<file path="src/rtl/receiver_tx_arbiter.sv">
// Shares one serial transmitter among NUM_RECEIVERS decoder channels.
// Each channel captures into a one-entry slot; full slots are offered round-robin.
module receiver_tx_arbiter #(
    parameter int NUM_RECEIVERS = 4,
    parameter int ID_WIDTH      = 2
) (
    input  logic                          clk_96MHz,
    input  logic                          reset,
    input  logic [NUM_RECEIVERS-1:0]      data_availible,
    input  logic [17*NUM_RECEIVERS-1:0]   decoded_data,
    input  logic [24*NUM_RECEIVERS-1:0]   timestamp_last_data,
    output logic [NUM_RECEIVERS-1:0]      reset_decoder,
    output logic                          tx_valid,
    input  logic                          tx_ready,
    output logic [ID_WIDTH-1:0]           tx_receiver_id,
    output logic [16:0]                   tx_decoded_data,
    output logic [23:0]                   tx_timestamp,
    output logic [NUM_RECEIVERS-1:0]      backpressure
);

    typedef enum logic {IDLE, OFFER} state_t;

    state_t state_reg, state_next;

    logic [NUM_RECEIVERS-1:0] slot_full_reg;
    logic [NUM_RECEIVERS-1:0] armed_reg;
    logic [NUM_RECEIVERS-1:0] reset_decoder_reg;
    logic [NUM_RECEIVERS-1:0] backpressure_reg;
    logic [NUM_RECEIVERS-1:0] capture;
    logic [NUM_RECEIVERS-1:0] slot_clear;
    logic [16:0]              slot_data_reg [NUM_RECEIVERS];
    logic [23:0]              slot_ts_reg   [NUM_RECEIVERS];

    logic [ID_WIDTH-1:0] rr_pointer_reg, rr_pointer_next;
    logic [ID_WIDTH-1:0] grant_idx;
    logic [ID_WIDTH-1:0] cand;
    logic                grant_found;
    logic                handshake;

    logic                tx_valid_reg, tx_valid_next;
    logic [ID_WIDTH-1:0] tx_id_reg, tx_id_next;
    logic [16:0]         tx_data_reg, tx_data_next;
    logic [23:0]         tx_ts_reg, tx_ts_next;

    // Per-channel holding slot. A slot can never capture and clear on the same
    // edge: capture needs it empty, clearing needs it full.
    generate
        for (genvar gi = 0; gi < NUM_RECEIVERS; gi++) begin : g_chan
            assign capture[gi]    = data_availible[gi] & ~slot_full_reg[gi] & armed_reg[gi];
            assign slot_clear[gi] = handshake && (tx_id_reg == ID_WIDTH'(gi));

            always_ff @(posedge clk_96MHz) begin
                if (reset) begin
                    slot_full_reg[gi]     <= 1'b0;
                    armed_reg[gi]         <= 1'b1;
                    reset_decoder_reg[gi] <= 1'b1;
                    backpressure_reg[gi]  <= 1'b0;
                    slot_data_reg[gi]     <= '0;
                    slot_ts_reg[gi]       <= '0;
                end else begin
                    reset_decoder_reg[gi] <= capture[gi];
                    backpressure_reg[gi]  <= data_availible[gi] & armed_reg[gi] & slot_full_reg[gi];
                    // Rearm only once the decoder has visibly dropped its result.
                    if (!data_availible[gi]) begin
                        armed_reg[gi] <= 1'b1;
                    end else if (capture[gi]) begin
                        armed_reg[gi] <= 1'b0;
                    end
                    if (capture[gi]) begin
                        slot_full_reg[gi] <= 1'b1;
                        slot_data_reg[gi] <= decoded_data[17*gi +: 17];
                        slot_ts_reg[gi]   <= timestamp_last_data[24*gi +: 24];
                    end else if (slot_clear[gi]) begin
                        slot_full_reg[gi] <= 1'b0;
                    end
                end
            end
        end
    endgenerate

    // Descending scan so the full slot closest to rr_pointer wins.
    always_comb begin
        grant_found = 1'b0;
        grant_idx   = '0;
        cand        = '0;
        for (int i = NUM_RECEIVERS - 1; i >= 0; i--) begin
            cand = ID_WIDTH'((int'(rr_pointer_reg) + i) % NUM_RECEIVERS);
            if (slot_full_reg[cand]) begin
                grant_found = 1'b1;
                grant_idx   = cand;
            end
        end
    end

    always_comb begin
        state_next      = state_reg;
        rr_pointer_next = rr_pointer_reg;
        tx_valid_next   = tx_valid_reg;
        tx_id_next      = tx_id_reg;
        tx_data_next    = tx_data_reg;
        tx_ts_next      = tx_ts_reg;
        handshake       = 1'b0;
        case (state_reg)
            IDLE: begin
                if (grant_found) begin
                    tx_valid_next = 1'b1;
                    tx_id_next    = grant_idx;
                    tx_data_next  = slot_data_reg[grant_idx];
                    tx_ts_next    = slot_ts_reg[grant_idx];
                    state_next    = OFFER;
                end
            end
            OFFER: begin
                if (tx_valid_reg && tx_ready) begin
                    handshake       = 1'b1;
                    tx_valid_next   = 1'b0;
                    rr_pointer_next = ID_WIDTH'((int'(tx_id_reg) + 1) % NUM_RECEIVERS);
                    state_next      = IDLE;
                end
            end
            default: state_next = IDLE;
        endcase
    end

    always_ff @(posedge clk_96MHz) begin
        if (reset) begin
            state_reg      <= IDLE;
            rr_pointer_reg <= '0;
            tx_valid_reg   <= 1'b0;
            tx_id_reg      <= '0;
            tx_data_reg    <= '0;
            tx_ts_reg      <= '0;
        end else begin
            state_reg      <= state_next;
            rr_pointer_reg <= rr_pointer_next;
            tx_valid_reg   <= tx_valid_next;
            tx_id_reg      <= tx_id_next;
            tx_data_reg    <= tx_data_next;
            tx_ts_reg      <= tx_ts_next;
        end
    end

    assign reset_decoder   = reset_decoder_reg;
    assign backpressure    = backpressure_reg;
    assign tx_valid        = tx_valid_reg;
    assign tx_receiver_id  = tx_id_reg;
    assign tx_decoded_data = tx_data_reg;
    assign tx_timestamp    = tx_ts_reg;

endmodule

</file>
<file path="config.mk">
export PLATFORM = sky130hd
export DESIGN_NAME = receiver_tx_arbiter
export DESIGN_NICKNAME = d
export VERILOG_FILES = /design/src/rtl/receiver_tx_arbiter.sv
export SDC_FILE = /design/constraint.sdc
export NUM_CORES = 1
export LEC_CHECK = 0
export CAP_MARGIN = 5
export CORE_MARGIN = 10
export CORE_UTILIZATION = 50
export CTS_CLUSTER_DIAMETER = 150
export DETAILED_ROUTE_END_ITERATION = 6
export DONT_BUFFER_PORTS = 1
export PLACE_DENSITY = 0.66
export SLEW_MARGIN = 10
export SYNTH_ARGS = -nofsm -noshare
export SYNTH_HDL_FRONTEND = slang
export SYNTH_SLANG_ARGS = --single-unit
</file>
<file path="constraint.sdc">
create_clock -name clk_96MHz -period 2 [get_ports clk_96MHz]
set_input_delay 0.1 -clock clk_96MHz [delete_from_list [all_inputs] [get_ports clk_96MHz]]
set_output_delay 0.1 -clock clk_96MHz [all_outputs]
set_load 0.005 [all_outputs]
</file>
==> out/results.tsv <==
metric	value	unit
status	completed	
tns	0	ns
leakage	4.649	nW
dp_slack	0.0008260	ns
r2r_setup_slack	0.11	ns
grt.total_usage	0.2117	
synth_area_leaders	edfxtp_1 53%, dfxtp_1 14%, and2_1 11%	
drtIter0Drc	483	
finalCritPeriodShare	0.9440	
synth_warnings	0	
fin_worst_skew	0.01321	ns
h-tree-depth	1	
largest_reg_flops	96	
die_x	155.9	um
regToRegEndpoint	tx_decoded_data[9]	
ys_types	30	
drv_slew	0	
maxCapViolations	0	
initial_core_util	0.5105	
cts_buffers	24	
dr.pass1.iters	6	
tightest_slew	0.8086	ns
rsz0062_at_grt	false	
min_to	tx_timestamp[1]	
dpl.cell_count	879	
nNetsFinal	1020	
cts_setup_buffers	0	
crit_path_start_kind	flip-flop	
cts_root_buf	clkbuf_16	
synth.avg_cell_area	13.84	um^2
final_core_util	0.6744	
cp.arrival	2.25	ns
slew_headroom	0.4609	
clk_pin_slew	0.06	ns
endpoint_kind	flip-flop	
port_buffers	0	
fin_cells	1097	
cts_buffer_depth	3	
holdPathStages	3	
route.detailed.drc	0	
antenna_found_initial	6	
vdd_drop_max	695.1	uV
clock_latency	0.51	ns
drive_above_1_share	0.09386	
finalHoldViolCount	0	
yosysTopAreaCell	edfxtp_1	
reg2reg_from	rr_pointer_reg[1]	
min_path_type	in -> reg	
rows	49	
fmax	529.7	MHz
wirelength	26630	um
finalSetupViolCount	0	
postSynthCellCount	667	
area_delta_synth_final	32.10	%
grt_start_max_net_pins	43	
wl_per_cell	24.27	um
grt_overflow	0	
core	18090	um^2
synth_seq_cells	227	
pin_count	223	
synth_nets	842	
finalWeightedCongestion	0.8560	
seq_area_frac_synth	0.6699	
ant_nets	0	
synthesis.area	9234	um^2
vias_per_cell	5.624	
path_class	reg -> reg	
synth_top_area_frac	0.5333	
cts_sinks	227	
setup_ws	0.1120	ns
cp_max_fo	18	
dieArea	24300	um^2
tritoncts	built	
vias	6169	
min_from	reset	
period_minus_slack	1.888	ns
reg2reg_depth	7	
grt_pass1_wl	39800	um
grt_pass1_vias	6784	
dpl.hpwl	15680	um
die_height	155.9	um
cp.required	2.36	ns
powerDensity	967.9	nW/um^2
[cells in the mapped netlist]
master,instances
a211oi_1,1
a21oi_1,4
a221o_1,1
a22oi_2,1
a31o_2,12
and2_1,164
and3_1,9
buf_1,1
buf_2,8
buf_6,1
buf_8,4
clkbuf_1,27
dfxtp_1,63
edfxtp_1,164
ha_1,4
inv_1,7
inv_2,2
mux2i_1,85
nand2_1,45
nand2b_1,4
nand3_1,1
nor2_1,8
nor2b_1,4
nor3_1,1
nor4_1,1
o21ai_0,1
o221ai_1,41
o221ai_2,1
or2b_1,1
or4_1,1
[through the flow]
stage	area [um^2]	hold slack [ns]	total power, W
final	12200	0.09773	0.01181
after floorplan	9234	0.2179	0.006646
after detailed placement	9686	0.1779	0.007169
after global routing	12200	0.09849	0.01220
after global placement	9686	0.1772	0.007109
after CTS	12170	0.07992	0.01183
[logic make-up (layout without fill, tap and decap cells)]
family	count (synthesis)	in the layout	share of synthesized area
adders and majority gates	4	4	0.005420
AOI/OAI and AO/OA	62	62	0.05786
DFF	227	227	0.6699
other	0	5	0
and+or+nand+nor	239	239	0.1476
buffers and inverters	50	246	0.02710
muxes	85	85	0.09214
[cell usage in the layout (no fill, tap or decap), types with 4 or more instances in the layout]
| cell type | count |
|---|---|
| dlygate4sd3_1 | 168 |
| and2_1 | 164 |
| edfxtp_1 | 164 |
| mux2i_1 | 85 |
| dfxtp_1 | 61 |
| nand2_1 | 45 |
| o221ai_1 | 41 |
| clkbuf_16 | 25 |
| buf_12 | 15 |
| a31o_2 | 12 |
| clkbuf_1 | 9 |
| and3_1 | 8 |
| buf_4 | 8 |
| inv_1 | 7 |
| nor2_1 | 7 |
| diode_2 | 5 |
| nor2b_1 | 4 |
| nand2b_1 | 4 |
| ha_1 | 4 |
| clkinv_2 | 4 |
[critical path: stages, from the launching register on]
cell and delay, ns:
dfxtp_1 0.36, a21oi_1 0.13, o21ai_0 0.15, a21oi_4 0.27
buf_12 0.23, buf_12 0.17, mux2i_1 0.24, o221ai_1 0.17
[cell type report]
| class | count | area (um^2) |
|---|---|---|
| multi-input combinational | 390 | 2826 |
| tap | 229 | 286.5 |
| clock buffer | 37 | 700.7 |
| clock inverter | 7 | 83.83 |
| sequential | 227 | 6188 |
| inverter | 9 | 33.78 |
| antenna | 5 | 12.51 |
| timing repair buffer | 193 | 2066 |
| fill | 1208 | 5888 |
[how the worst max path moves through the flow]
| stage | startpoint | endpoint | slack [ns] | depth (start not counted) |
|---|---|---|---|---|
| floorplan | reset | slot_data_reg[0][0] | 0.31 | 3 |
| global placement | slot_full_reg[0] | tx_decoded_data[3] | 0.09 | 6 |
| detailed placement | slot_full_reg[0] | tx_decoded_data[16] | 0.0008 | 6 |
| CTS | slot_full_reg[0] | tx_timestamp[15] | 0.02 | 6 |
| global route | slot_full_reg[0] | tx_decoded_data[9] | 0.02 | 7 |
| finish | rr_pointer_reg[1] | tx_decoded_data[9] | 0.11 | 7 |
[layer usage]
| metal | GRT usage | part of all wire |
|---|---|---|
| met2 | 0.3682 | 0.51 |
| met5 | 0 | 0.00030 |
| met3 | 0.05817 | 0.087 |
| met1 | 0.2470 | 0.37 |
| met4 | 0.07194 | 0.025 |
[report_power, final]
group          switching, W  internal (W)
Combinational      0.000816      0.000791
Clock               0.00175       0.00266
Sequential         0.000250       0.00553
[repair_timing]
action	4_1_cts	5_1_grt
endpoints found under the setup margin	3	43
gates resized for setup	1	7
hold endpoints to repair	207	0
hold buffers	169	0
Power figures use the tool's default switching activity.
